--- src/rtl/mux_rr_arbiter4.sv ---
// rtl/mux_rr_arbiter4.sv - round-robin arbiter driving a shared 4:1 mux into a registered valid/ready output
// Optional build macro ARB_FIXED_PRIO0_EN: requester 0 always wins when eligible; 1-3 rotate.
module mux_rr_arbiter4 #(
  parameter int WIDTH = 8
) (
  input  logic             clk_in,
  input  logic             rst_in,
  input  logic [3:0]       req_in,
  input  logic [WIDTH-1:0] a_in,
  input  logic [WIDTH-1:0] b_in,
  input  logic [WIDTH-1:0] c_in,
  input  logic [WIDTH-1:0] d_in,
  output logic [3:0]       ack_out,
  output logic [1:0]       sel_out,
  output logic             valid_out,
  input  logic             ready_in,
  output logic [WIDTH-1:0] data_out
);

  typedef enum logic {
    IDLE = 1'b0,
    FULL = 1'b1
  } state_t;

  state_t           state_q, state_d;
  logic [1:0]       ptr_q, ptr_d;
  logic [3:0]       ack_q, ack_d;
  logic [1:0]       sel_q, sel_d;
  logic             valid_q, valid_d;
  logic [WIDTH-1:0] data_q, data_d;

  logic [3:0]       elig;
  logic [1:0]       win;
  logic [1:0]       idx;
  logic             found;
  logic             cap;
  logic [WIDTH-1:0] mux_data;

  // A requester seeing its own ack still presents stale req/data, so mask it.
  always_comb begin
    elig  = req_in & ~ack_q;
    win   = ptr_q;
    idx   = ptr_q;
    found = 1'b0;
`ifdef ARB_FIXED_PRIO0_EN
    if (elig[0]) begin
      win   = 2'd0;
      found = 1'b1;
    end
    for (int i = 0; i < 4; i++) begin
      idx = ptr_q + 2'(i);
      if (!found && idx != 2'd0 && elig[idx]) begin
        win   = idx;
        found = 1'b1;
      end
    end
`else
    for (int i = 0; i < 4; i++) begin
      idx = ptr_q + 2'(i);
      if (!found && elig[idx]) begin
        win   = idx;
        found = 1'b1;
      end
    end
`endif
  end

  always_comb begin
    mux_data = a_in;
    case (win)
      2'd0:    mux_data = a_in;
      2'd1:    mux_data = b_in;
      2'd2:    mux_data = c_in;
      default: mux_data = d_in;
    endcase
  end

  assign cap = found && (state_q == IDLE || ready_in);

  always_comb begin
    state_d = state_q;
    ptr_d   = ptr_q;
    ack_d   = 4'b0000;
    sel_d   = sel_q;
    valid_d = valid_q;
    data_d  = data_q;
    if (cap) begin
      data_d  = mux_data;
      sel_d   = win;
      ack_d   = 4'b0001 << win;
      valid_d = 1'b1;
      state_d = FULL;
`ifdef ARB_FIXED_PRIO0_EN
      // Pointer only walks 1..3; a win by requester 0 leaves it alone.
      if (win == 2'd0)
        ptr_d = ptr_q;
      else if (win == 2'd3)
        ptr_d = 2'd1;
      else
        ptr_d = win + 2'd1;
`else
      ptr_d = win + 2'd1;
`endif
    end else if (state_q == FULL && ready_in) begin
      valid_d = 1'b0;
      state_d = IDLE;
    end
  end

  always_ff @(posedge clk_in or posedge rst_in) begin
    if (rst_in) begin
      state_q <= IDLE;
      ptr_q   <= 2'd0;
      ack_q   <= 4'b0000;
      sel_q   <= 2'd0;
      valid_q <= 1'b0;
      data_q  <= '0;
    end else begin
      state_q <= state_d;
      ptr_q   <= ptr_d;
      ack_q   <= ack_d;
      sel_q   <= sel_d;
      valid_q <= valid_d;
      data_q  <= data_d;
    end
  end

  assign ack_out   = ack_q;
  assign sel_out   = sel_q;
  assign valid_out = valid_q;
  assign data_out  = data_q;

endmodule
--- config.mk ---
export PLATFORM = sky130hd
export DESIGN_NAME = mux_rr_arbiter4
export DESIGN_NICKNAME = d
export VERILOG_FILES = /design/src/rtl/mux_rr_arbiter4.sv
export SDC_FILE = /design/constraint.sdc
export NUM_CORES = 1
export LEC_CHECK = 0
export BUFFER_PORTS_ARGS = -buffer_cell sky130_fd_sc_hd__buf_2
export CAP_MARGIN = 20
export CORE_UTILIZATION = 35
export CTS_CLUSTER_DIAMETER = 100
export DETAILED_ROUTE_END_ITERATION = 7
export GPL_TIMING_DRIVEN = 0
export SLEW_MARGIN = 20
export SYNTH_ARGS = -nofsm -noshare
export SYNTH_HDL_FRONTEND = slang
export SYNTH_SLANG_ARGS = --single-unit
--- constraint.sdc ---
create_clock -name clk_in -period 2.4 [get_ports clk_in]
set_input_delay 0.48 -clock clk_in [delete_from_list [all_inputs] [get_ports clk_in]]
set_output_delay 0.48 -clock clk_in [all_outputs]
set_load 0.01 [all_outputs]
==> impl_results.md, run 1 <==
- GR Util met1: a little under a quarter
- Ant diodes: 0
- Psw: between 0.7 and 0.8 mW
- First-pass GRT wire length: about 4500 microns
- IO Port Bufs: 53
- Reg2Reg Depth: 9
- Synth area leaders: dfrtp_1 42%, a222oi_1 7.9%, ha_1 6.2%
- Clk sinks: 17
- P_int: between 0.9 and 1 mW
- Core Box Area: approximately 2800 sq um
- CTS tree: done
- Slowest-stage cell, CP: dfrtp_1
- Final instance area: roughly 1400 sq um
- Comb power frac: 60.3%
- Drt pass-1 iters: 5
- Compound-Gate Fraction of Synth Area: a little over a quarter
- Cell Area, Synth: about 1000 sq um
- Switching Share: between 40% and 50%
- Synth Area in Simple Gates: around a fifth
- Sequential share of the synthesized area: about two fifths
- Met3 Track Usage GR: between 3 and 4%
- Mux contribution to synthesized area: ~1.1%
- ANT nets after route: 0
- Die Area: between 3000 and 4000 sq um
- Total CTS buffers: 3
- Worst hold slack: roughly 0.27 ns
- R2r startpoint: ack_out[3]$_DFF_PP0_
- Upper clock frequency limit: between 400 and 500 MHz
- Maxcap violations: 0
- I/O Pins: 54
- CP Launch Type: flip-flop
- Vias per inst: around 5.4
- Largest family of logic cells by synthesized area: compound AO/OA/AOI/OAI gates
- Die Width: about 56 microns
- Post-synth top area share: 41.92%
- Drt drc: 0
- Synth Area in Adders: 6.165%
- DR vias: roughly 1,000
- LEAKAGE: 0.6868 nW
- VDD IR-drop max: 0.7024 mV
- Unrepaired setup endpoints after global routing: no
- Area delta synth->final: 33.79%
- Clock buffer depth: 2
- Flop2flop setup slack: approximately 0.19 ns
- Dpl hpwl: around 2000 microns
- Req. time, crit path: 2.58 ns
- Avg Synthesized Cell Area: between 9 and 10 sq um
- Setup CP Type: flip-flop to flip-flop
- Final setup fails: 0
- R2r endpoint: data_out[4]$_DFFE_PP0N_
- Number of post-CTS setup repair buffers: 0
- Setup skew after layout: 0.003864 ns
- CP Depth: 9
- Gate count after technology mapping: 108
- Post-Syn Nets: roughly 150
- Final period util: between 90% and 100%
- CTS clk-pin slew, worst paths: about 0.10 ns
- Initial DRC Count: 53
- Initial Util: between 30 and 40%
- Hold WC Path Type: input pin to asynchronous set/reset pin
- Worst-skew pair later-pin latency: about 0.28 ns
- Worst Setup EP: data_out[4]$_DFFE_PP0N_
- Largest net degree at the start of global routing: 18
- Grt met2 use: approximately a third
- Vias in the first global route: about 980
- Crit-path cells: nand2b_1 > a21oi_2 > a211oi_4 > or2_1 > ha_2 > a222oi_1 > nor2_1 > a21oi_1 > o21ai_1
- Initial antenna violation count: 0
- Wirelength, routed: 2586 microns
- CP peak stage delay: between 0.4 and 0.5 ns
- # rows: 19
- Remaining Overflow, GRT: 0
- Most Crowded Layer GR: met2
- Final min period: roughly 2.2 ns
- Setup WS pre-CTS: -0.2235 ns
- Slew HR: around 55%
- CTS Root Cell: clkbuf_4
- Clock share of power: a little under a tenth
- Share of cells above drive strength 1: between 40% and 50%
- WP buf/inv: 0
- Placer Congestion: 0.7932
- WP data arrival: ~2.4 ns
- Setup ws final: between 0.15 and 0.2 ns
- GRT Overall Usage: between 10% and 20%
- Top Family by Delay on Critical Path: compound AO/OA/AOI/OAI gates
- Xor-xnor portion of the synthesized cell area: 0%
- PwrDens: 1200 nW/um^2
- Hold Fails Final Rpt: 0
- Post-synth cell types: 30
- Die H: between 50 and 60 microns
- Per-cell routed wire length: between 10 and 15 microns
- CP Max Fanout: 9
- H-tree depth: 1
- Dpl cell area: 1319 sq um
- Critical path launch point: ack_out[3]$_DFF_PP0_
- Seq cells post-synth: 17
- Pins Over Slew Limit: 0
- Area leader, netlist: dfrtp_1
- Slew @ Worst Pin: about 0.67 ns
- Status: completed
- Worst Setup End Kind: flip-flop
- Seq pwr share: 30.4%
- # fillers: ~280
- Final #Nets: 206
- Ys Warns: 0
==> logic make-up after synthesis <==
family | Yosys count
AOI/OAI and AO/OA | 36
adders and majority gates | 5
buffers and inverters | 8
DFF | 17
muxes | 1
and+or+nand+nor | 41
==> routing by layer <==
metal	routed length, microns	up-vias
met1	1141	490
li1	-	506
met5	0	-
met4	0	0
met2	1327	35
met3	117	0
==> what timing repair did <==
item                       CTS  global route
hold buffers                 0             0
hold endpoints to repair     0             0
resized for setup            2             8
pin swaps                    1             3
setup endpoints to repair    7             8
==> through the flow <==
stage          setup TNS, ns  total power [mW]  utilization [%]  cells
6_report                   0             1.629            49.23    192
5_1_grt                    0             1.793            49.23    192
4_1_cts                    0             1.609            48.96    196
3_3_place_gp          -1.323             1.421            47.82    192
2_1_floorplan              0             1.152                -    108
3_5_place_dp          -1.609             1.437            47.82    192
==> layout make-up <==
type,count,area (sq um),share of cell area [%]
Tap cell,31,38.79,2.857
Sequential cell,17,425.4,31.34
Buffer,3,17.52,1.290
Inverter,1,3.754,0.2765
Clock buffer,4,26.28,1.935
Multi-Input combinational cell,83,580.6,42.77
Timing Repair Buffer,53,265.3,19.54
==> cell usage in the layout, fill, tap and decap left out <==
| master | synthesis | routed |
|---|---|---|
| o21ai_0 | 1 | 1 |
| nor2b_4 | 1 | 1 |
| a21oi_1 | 10 | 9 |
| dfrtp_1 | 17 | 17 |
| clkbuf_4 | 0 | 3 |
| nor2_1 | 11 | 11 |
| a2bb2oi_1 | 1 | 1 |
| a311o_1 | 1 | 1 |
| clkbuf_1 | 4 | 1 |
| and2_1 | 1 | 1 |
| o31a_1 | 1 | 1 |
| nor2b_2 | 0 | 3 |
| or2_1 | 1 | 1 |
| o31ai_1 | 1 | 1 |
| a222oi_1 | 8 | 8 |
| nand4_1 | 1 | 1 |
| nand2b_1 | 7 | 7 |
| and3_1 | 4 | 4 |
| a22o_1 | 1 | 1 |
| o41ai_4 | 1 | 1 |
| a211oi_4 | 0 | 1 |
| nand2_1 | 11 | 11 |
| a41oi_1 | 1 | 1 |
| ha_2 | 0 | 3 |
| inv_1 | 1 | 1 |
| buf_2 | 1 | 54 |
| nor3_1 | 1 | 1 |
| a21oi_2 | 0 | 1 |
| mux2_1 | 1 | 1 |
| ha_1 | 5 | 2 |
| buf_4 | 1 | 1 |
| o21ai_1 | 9 | 9 |
| clkbuf_2 | 0 | 1 |
==> worst min path at each step <==
stage | from | to | slack, ns | depth (start not counted)
detailed placement | sel_out[0]$_DFFE_PP0N_ | sel_out[0]$_DFFE_PP0N_ | 0.47 | 2
CTS | rst_in | data_out[1]$_DFFE_PP0N_ | 0.31 | 2
finish | rst_in | data_out[4]$_DFFE_PP0N_ | 0.27 | 2
global route | rst_in | data_out[4]$_DFFE_PP0N_ | 0.32 | 2
global placement | data_out[3]$_DFFE_PP0N_ | data_out[3]$_DFFE_PP0N_ | 0.47 | 2
floorplan | rst_in | ack_out[0]$_DFF_PP0_ | 0.41 | 1
==> state kept, by name (all words and copies together) (netlist names) <==
name       flops
sel_out        2
ack_out        4
valid_out      1
data_out       8
ptr_q          2
==> synth_stat cells <==
cell type and number:
a211oi_2 1, a21oi_1 10, a222oi_1 8, a22o_1 1
a2bb2oi_1 1, a311o_1 1, a41oi_1 1, and2_1 1
and3_1 4, buf_1 1, buf_2 1, buf_4 1
clkbuf_1 4, dfrtp_1 17, ha_1 5, inv_1 1
mux2_1 1, nand2_1 11, nand2b_1 7, nand4_1 1
nor2_1 11, nor2b_1 3, nor2b_4 1, nor3_1 1
o21ai_0 1, o21ai_1 9, o31a_1 1, o31ai_1 1
o41ai_4 1, or2_1 1
==> power by group through the flow <==
stage,clock [mW],combinational (mW),sequential [mW]
after CTS,0.157,0.959,0.492
after global routing,0.173,1.11,0.515
after detailed placement,0,0.941,0.496
after floorplan,0,0.616,0.535
final,0.151,0.983,0.495
after global placement,0,0.932,0.489
Power figures use the tool's default switching activity.
==> run 2: changes to the inputs <==
--- a/config.mk
+++ b/config.mk
@@ -5,6 +5,7 @@
 export SDC_FILE = /design/constraint.sdc
 export NUM_CORES = 1
 export LEC_CHECK = 0
+export ABC_AREA = 1
 export BUFFER_PORTS_ARGS = -buffer_cell sky130_fd_sc_hd__buf_2
 export CAP_MARGIN = 20
 export CORE_UTILIZATION = 35
==> run 2 against run 1 <==
  * Clock power grew 38%
  * Total power rose by 110%
  * Area after synthesis increased by 28%
  * Count of clock-buffer cells in the layout stayed put
  * Global-route usage down 1.4 points
  * Hold slack improved by 0.030 ns
  * Non-clock buffer count increased by 3
==> impl_results.md, run 2 <==
- Max reg flops: 8 (unchanged)
- GR Util met1: 20.90% (-1.8 points)
- Top cells by count, synth: 53 x nand2_1, 21 x inv_1, 17 x dfrtp_1
- Drt pass-1 iters: 4 (-1)
- WP buf/inv: 5 (+5)
- Mux contribution to synthesized area: 0% (-1.1 points)
- Die H: 62.89 microns (+13%)
- Crit-path cells: buf_6 > inv_6 > nand2_2 > nand2_4 > nand3_2 > nand2_2 > nand2_2 > nor2_4 > nand2_4 > inv_2 > nand2_1 > nand2_4 > inv_4 > ha_4 > buf_8 > a21oi_1 > a32o_2 > o21ai_2
- WP data arrival: 2.41 ns (+0.02 ns)
- # rows: 21 (+2)
- CTS Root Cell: clkbuf_8
- Number of flops mapped to enable cells by yosys: 0 (unchanged)
- Seq cells post-synth: 17 (unchanged)
- Pins Over Slew Limit: 0 (unchanged)
- Area leader, netlist: dfrtp_1
- Worst Setup End Kind: flip-flop
- First-pass GRT wire length: 5244 microns (+17%)
- Hold Fails Final Rpt: 0 (unchanged)
- Sequential share of the synthesized area: 32.79% (-9.1 points)
- CP Depth: 18 (+9)
- Area delta synth->final: 37.22%
- Dpl cell area: 1622 sq um (+23%)
- CP peak stage delay: 0.37 ns (-0.06 ns)
- Post-synth top area share: 32.79% (-9.1 points)
- Avg Synthesized Cell Area: 7.544 sq um (-20%)
- Top Family by Delay on Critical Path: simple AND/OR/NAND/NOR gates
- Remaining Overflow, GRT: 0 (unchanged)
- Die Width: 62.89 microns (+13%)
- Maxcap violations: 0 (unchanged)
- Gate count after technology mapping: 172 (+59%)
- DR vias: 1,252 (+21%)
- Clk sinks: 17 (unchanged)
- CTS tree: done
- Synth Area in Adders: 4.822% (-1.3 points)
- GRT Overall Usage: 16.67% (-1.4 points)
- Commonest non-fill, non-tap cells in the layout: 53 x buf_2, 49 x nand2_1, 19 x inv_1, 16 x dfrtp_1, 15 x nand2_2
- R2r startpoint: ptr_q[0]$_DFFE_PP0N_
- CP Max Fanout: 10 (+1)
- Clock buffer depth: 2 (unchanged)
- Vias in the first global route: 1,189 (+21%)
- R2r endpoint: data_out[0]$_DFFE_PP0N_
- Number of hold buffers added after cts: 0 (unchanged)
- Flop2flop setup slack: 0.13 ns (-0.06 ns)
- Req. time, crit path: 2.54 ns (-0.04 ns)
- Cell Area, Synth: 1297 sq um (+28%)
- Worst hold slack: 0.3026 ns (+0.02959 ns)
- Final setup fails: 0 (unchanged)
- CP Launch Type: flip-flop
- Slowest-stage cell, CP: dfrtp_1
- Slew @ Worst Pin: 0.6308 ns (-0.03902 ns)
- # fillers: 370 (+34%)
- Worst-skew pair later-pin latency: 0.25 ns (-0.03 ns)
- Total CTS buffers: 3 (unchanged)
- Upper clock frequency limit: 440.4 MHz (-2.7%)
- Final instance area: 1780 sq um (+31%)
- Ant diodes: 0 (unchanged)
- Post-synth cell types: 19 (-37%)
- Reg2Reg Depth: 18 (+9)
- IO Port Bufs: 53 (unchanged)
- Final period util: 94.61% (+2.5 points)
- CTS clk-pin slew, worst paths: 0.06 ns (-0.04 ns)
- VDD IR-drop max: 0.8464 mV (+20%)
- Die Area: 3955 sq um (+27%)
- Ys Warns: 0 (unchanged)
- Largest family of logic cells by synthesized area: simple AND/OR/NAND/NOR gates
- Placer Congestion: 0.7935 (about the same)
- ANT nets after route: 0 (unchanged)
- Most Crowded Layer GR: met2
- Hold WC Path Type: input pin to asynchronous set/reset pin
- Vias per inst: 4.586 (-15%)
- Per-cell routed wire length: 11.07 microns (-18%)
- Met3 Track Usage GR: 3.285% (+0.26 points)
- Initial Util: 37.70% (+0.90 points)
- Slew HR: 57.90% (+2.6 points)
- Post-synth ARST share: 100.0% (unchanged)
- H-tree depth: 1 (unchanged)
- Drt drc: 0 (unchanged)
- Share of cells above drive strength 1: 49.78% (+6.9 points)
- Initial DRC Count: 44 (-17%)
- Grt met2 use: 27.28% (-5.2 points)
- Setup CP Type: flip-flop to flip-flop
- Final #Nets: 272 (+32%)
- Largest net degree at the start of global routing: 18 (unchanged)
- PwrDens: 1938 nW/um^2 (+62%)
- Power, Total: 3.450 mW (+110%)
- Commonest non-fill, non-tap cell in the layout: buf_2
- Core Box Area: 3442 sq um (+25%)
- Setup skew after layout: 0.001452 ns (-0.002413 ns)
- Post-Syn Nets: 216 (+42%)
- Most used flip-flop cell after synthesis: dfrtp_1
- LEAKAGE: 0.9447 nW (+38%)
- Top-count cell post-synth: nand2_1
- Synth Area in Simple Gates: 34.33% (+14 points)
- Xor-xnor portion of the synthesized cell area: 0% (unchanged)
- Wirelength, routed: 3023 microns (+17%)
- Dpl hpwl: 2449 microns (+24%)
- Synth area leaders: dfrtp_1 33%, nand2_1 15%, nand2_2 6.8%
- Status: completed
- Compound-Gate Fraction of Synth Area: 15.04% (-12 points)
- Final min period: 2.271 ns (+0.06104 ns)
- I/O Pins: 54 (unchanged)
- Initial antenna violation count: 0 (unchanged)
[run 2: cell count changes after synthesis, moves of 14 or more]
cell     delta
inv_1      +20
nand2_2    +14
nand2_1    +42
nand3_1    +14
[run 2: area by class of cell]
type                            instances  area [sq um]  area share (%)
Tap cell                               46         57.56           3.233
Clock buffer                            4         45.04           2.530
Multi-Input combinational cell        122         800.8           44.98
Timing Repair Buffer                   55         280.3           15.74
Buffer                                  4         66.31           3.725
Inverter                               25         103.9           5.833
Sequential cell                        17         426.7           23.96
[run 2: per-layer routing]
metal  routed length [microns]  vias up
li1                          -      660
met4                        76        0
met1                      1329      536
met5                         0        -
met2                      1433       48
met3                       184        8
[run 2: worst max-delay path by stage]
stage / startpoint / to / slack, ns
final: ptr_q[0]$_DFFE_PP0N_ / data_out[0]$_DFFE_PP0N_ / 0.13
after detailed placement: req_in[2] / data_out[0]$_DFFE_PP0N_ / -0.29
after global placement: req_in[0] / data_out[0]$_DFFE_PP0N_ / -0.26
after floorplan: ptr_q[0]$_DFFE_PP0N_ / data_out[0]$_DFFE_PP0N_ / 0.06
after global routing: ptr_q[0]$_DFFE_PP0N_ / data_out[2]$_DFFE_PP0N_ / -0.01
after CTS: ptr_q[0]$_DFFE_PP0N_ / data_out[0]$_DFFE_PP0N_ / 0.03
[run 2: where the power goes]
part | internal, mW | switching (mW) | leakage, nW
sequential | 0.439 | 0.0836 | 0.210
clock | 0.118 | 0.0904 | 0.0228
combinational | 1.22 | 1.50 | 0.712
total | 1.78 | 1.67 | 0.945
[run 2: cell families after synthesis]
kind of cell    after synthesis
simple gates                 92
fa+ha+maj                     5
buf+inv                      33
compound gates               25
flops                        17
[run 2: timing repair]
action	in CTS	in global routing
gates resized for setup	10	21
pin swaps	0	5
setup endpoints to repair	8	8
setup buffers	0	2
[run 2: metrics by stage]
stage | setup WS, ns | cells | utilization, % | setup TNS, ns
after global routing | -0.01291 | 273 | 51.73 | -0.02174
after detailed placement | -0.2874 | 271 | 47.11 | -1.529
after global placement | -0.2597 | 271 | 47.11 | -1.292
final | 0.1294 | 273 | 51.73 | 0
after floorplan | 0.06100 | 172 | - | 0
after CTS | 0.02700 | 271 | 49.00 | 0
[run 2: worst reg2reg max path, delay by kind of cell, from the launching register on]
family / cells / cell delay, ns
flip-flops: 1 / 0.37
buffers and inverters: 5 / 0.49
AND/OR/NAND/NOR: 9 / 0.77
adder cells (fa/ha/maj): 1 / 0.18
AO/OA/AOI/OAI: 3 / 0.35
==> run 3: changes to the inputs <==
--- a/config.mk
+++ b/config.mk
@@ -12,6 +12,7 @@
 export CTS_CLUSTER_DIAMETER = 100
 export DETAILED_ROUTE_END_ITERATION = 7
 export GPL_TIMING_DRIVEN = 0
+export RECOVER_POWER = 50
 export SLEW_MARGIN = 20
 export SYNTH_ARGS = -nofsm -noshare
 export SYNTH_HDL_FRONTEND = slang
==> run 3 against run 2 <==
  * First-iteration DRC count did not move
  * Final cell count stayed put
  * Sequential cell count is the same
  * Highest routed layer unchanged
  * Wire length rose by 0.26%
  * Global-route usage stayed put
  * Critical path type unchanged
  * Die area did not move
  * Setup slack better by 0.00055 ns
  * Combinational power is essentially flat
  * Sequential power about the same
  * Clock skew about the same
==> impl_results.md, run 3 (same netlist as run 2, synthesis figures left out) <==
- Final non-filler cell total: 273 (unchanged)
- CTS clk-pin slew, worst paths: 0.06 ns (about the same)
- Slew HR: 57.96% (+0.059 points)
- WP data arrival: 2.41 ns (about the same)
- Maxcap violations: 0 (unchanged)
- IO Port Bufs: 53 (unchanged)
- Initial antenna violation count: 0 (unchanged)
- Ant diodes: 0 (unchanged)
- Status: completed
- Largest net degree at the start of global routing: 18 (unchanged)
- CP peak stage delay: 0.37 ns (about the same)
- Setup TNS: 0 ns (unchanged)
- Die H: 62.89 microns (unchanged)
- CTS Root Cell: clkbuf_8
- Vias in the first global route: 1,189 (unchanged)
- CP Max Fanout: 10 (unchanged)
- Setup skew after layout: 0.001413 ns (-0.00003853 ns)
- CP Launch Type: flip-flop
- Crit-path cells: buf_6 > inv_6 > nand2_2 > nand2_4 > nand3_2 > nand2_2 > nand2_2 > nor2_4 > nand2_4 > inv_2 > nand2_1 > nand2_4 > inv_4 > ha_4 > buf_8 > a21oi_1 > a32o_2 > o21ai_2
- GRT Overall Usage: 16.67% (unchanged)
- Final period util: 94.59% (about the same)
- Slew @ Worst Pin: 0.6299 ns (-0.0008860 ns)
- CTS tree: done
- H-tree depth: 1 (unchanged)
- Worst Setup End Kind: flip-flop
- Vias per inst: 4.615 (+0.64%)
- Hold Fails Final Rpt: 0 (unchanged)
- Setup CP Type: flip-flop to flip-flop
- Total CTS buffers: 3 (unchanged)
- Core Box Area: 3442 sq um (unchanged)
- Commonest non-fill, non-tap cells in the layout: 49 x nand2_1, 47 x buf_2, 19 x inv_1, 16 x dfrtp_1, 15 x nand2_2
- Wirelength, routed: 3031 microns (+0.26%)
- Placed Instances: 271 (unchanged)
- Number of hold buffers added after cts: 0 (unchanged)
- Clock buffer depth: 2 (unchanged)
- Placer Congestion: 0.7935 (unchanged)
- Hold WC Path Type: input pin to asynchronous set/reset pin
- DR vias: 1,260 (+0.64%)
- Final min period: 2.270 ns (-0.0005520 ns)
- Die Area: 3955 sq um (unchanged)
- Final #Nets: 272 (unchanged)
- Worst-skew pair later-pin latency: 0.25 ns (about the same)
- Pins Over Slew Limit: 0 (unchanged)
- Die Width: 62.89 microns (unchanged)
- Upper clock frequency limit: 440.5 MHz (about the same)
- Initial DRC Count: 44 (unchanged)
- Dpl cell area: 1622 sq um (unchanged)
- First-pass GRT wire length: 5244 microns (unchanged)
- Per-cell routed wire length: 11.10 microns (+0.26%)
- LEAKAGE: 0.9259 nW (-2.0%)
- # rows: 21 (unchanged)
- # fillers: 373 (+0.81%)
- Final instance area: 1773 sq um (-0.42%)
- Share of cells above drive strength 1: 47.14% (-2.6 points)
- Final setup fails: 0 (unchanged)
- Remaining Overflow, GRT: 0 (unchanged)
- Max reg flops: 8 (unchanged)
- Drt pass-1 iters: 4 (unchanged)
- Slowest-stage cell, CP: dfrtp_1
- Drt drc: 0 (unchanged)
- PwrDens: 1940 nW/um^2 (+0.13%)
- Commonest non-fill, non-tap cell in the layout: nand2_1
- Initial Util: 37.70% (unchanged)
- Dpl hpwl: 2449 microns (unchanged)
- Req. time, crit path: 2.54 ns (about the same)
- Area delta synth->final: 36.64%
- VDD IR-drop max: 0.8463 mV (about the same)
- ANT nets after route: 0 (unchanged)
- Clk sinks: 17 (unchanged)
- I/O Pins: 54 (unchanged)
run 3: routing by layer:
metal / track usage [%] / wire length [microns] / vias up
met1: 20.90 / 1338 / 542
li1: - / - / 662
met2: 27.28 / 1432 / 48
met4: 7.558 / 76 / 0
met5: 0 / 0 / -
met3: 3.285 / 184 / 8
run 3: per-stage QoR:
| step | util (%) | setup slack (ns) | total power, mW | hold WS (ns) |
|---|---|---|---|---|
| 6_report | 51.51 | 0.1300 | 3.440 | 0.3023 |
| 5_1_grt | 51.51 | -0.01291 | 3.815 | 0.3689 |
| 4_1_cts | 49.00 | 0.02700 | 3.174 | 0.3382 |
| 3_5_place_dp | 47.11 | -0.2874 | 2.825 | 0.4692 |
| 3_3_place_gp | 47.11 | -0.2597 | 2.813 | 0.4697 |
| 2_1_floorplan | - | 0.06100 | 2.329 | 0.4061 |
run 3: critical path: cells and delay by family, from the launching register on:
kind,cells,cell delay [ns]
AND/OR/NAND/NOR,9,0.77
AO/OA/AOI/OAI,3,0.35
adder cells (fa/ha/maj),1,0.18
flip-flops,1,0.37
buffers and inverters,5,0.49
run 3: layout make-up:
| type | count | area, sq um | share of cell area (%) |
|---|---|---|---|
| Tap cell | 46 | 57.56 | 3.246 |
| Buffer | 4 | 66.31 | 3.740 |
| Timing Repair Buffer | 55 | 272.8 | 15.38 |
| Clock buffer | 4 | 45.04 | 2.541 |
| Inverter | 25 | 103.9 | 5.857 |
| Multi-Input combinational cell | 122 | 800.8 | 45.17 |
| Sequential cell | 17 | 426.7 | 24.06 |
run 3: final timing paths:
check	from	to	slack, ns	depth (start not counted)
max	ptr_q[0]$_DFFE_PP0N_	data_out[0]$_DFFE_PP0N_	0.13	18
min	rst_in	valid_out$_DFFE_PP0P_	0.30	2
max reg2reg	ptr_q[0]$_DFFE_PP0N_	data_out[0]$_DFFE_PP0N_	0.13	18
min reg2reg	data_out[4]$_DFFE_PP0N_	data_out[4]$_DFFE_PP0N_	0.49	2
max in group asynchronous	rst_in	ptr_q[1]$_DFFE_PP0N_	1.65	2
min in group clk_in	data_out[4]$_DFFE_PP0N_	data_out[4]$_DFFE_PP0N_	0.49	2
run 3: where the power goes:
group	total (mW)	switching [mW]	internal (mW)
clock	0.208	0.0904	0.118
combinational	2.71	1.50	1.21
sequential	0.525	0.0856	0.439
total	3.44	1.67	1.77
run 3: what timing repair did:
action / in CTS / in global routing
pin swaps: 0 / 5
resized for setup: 10 / 21
buffers inserted: 0 / 2
setup endpoints to repair: 8 / 8
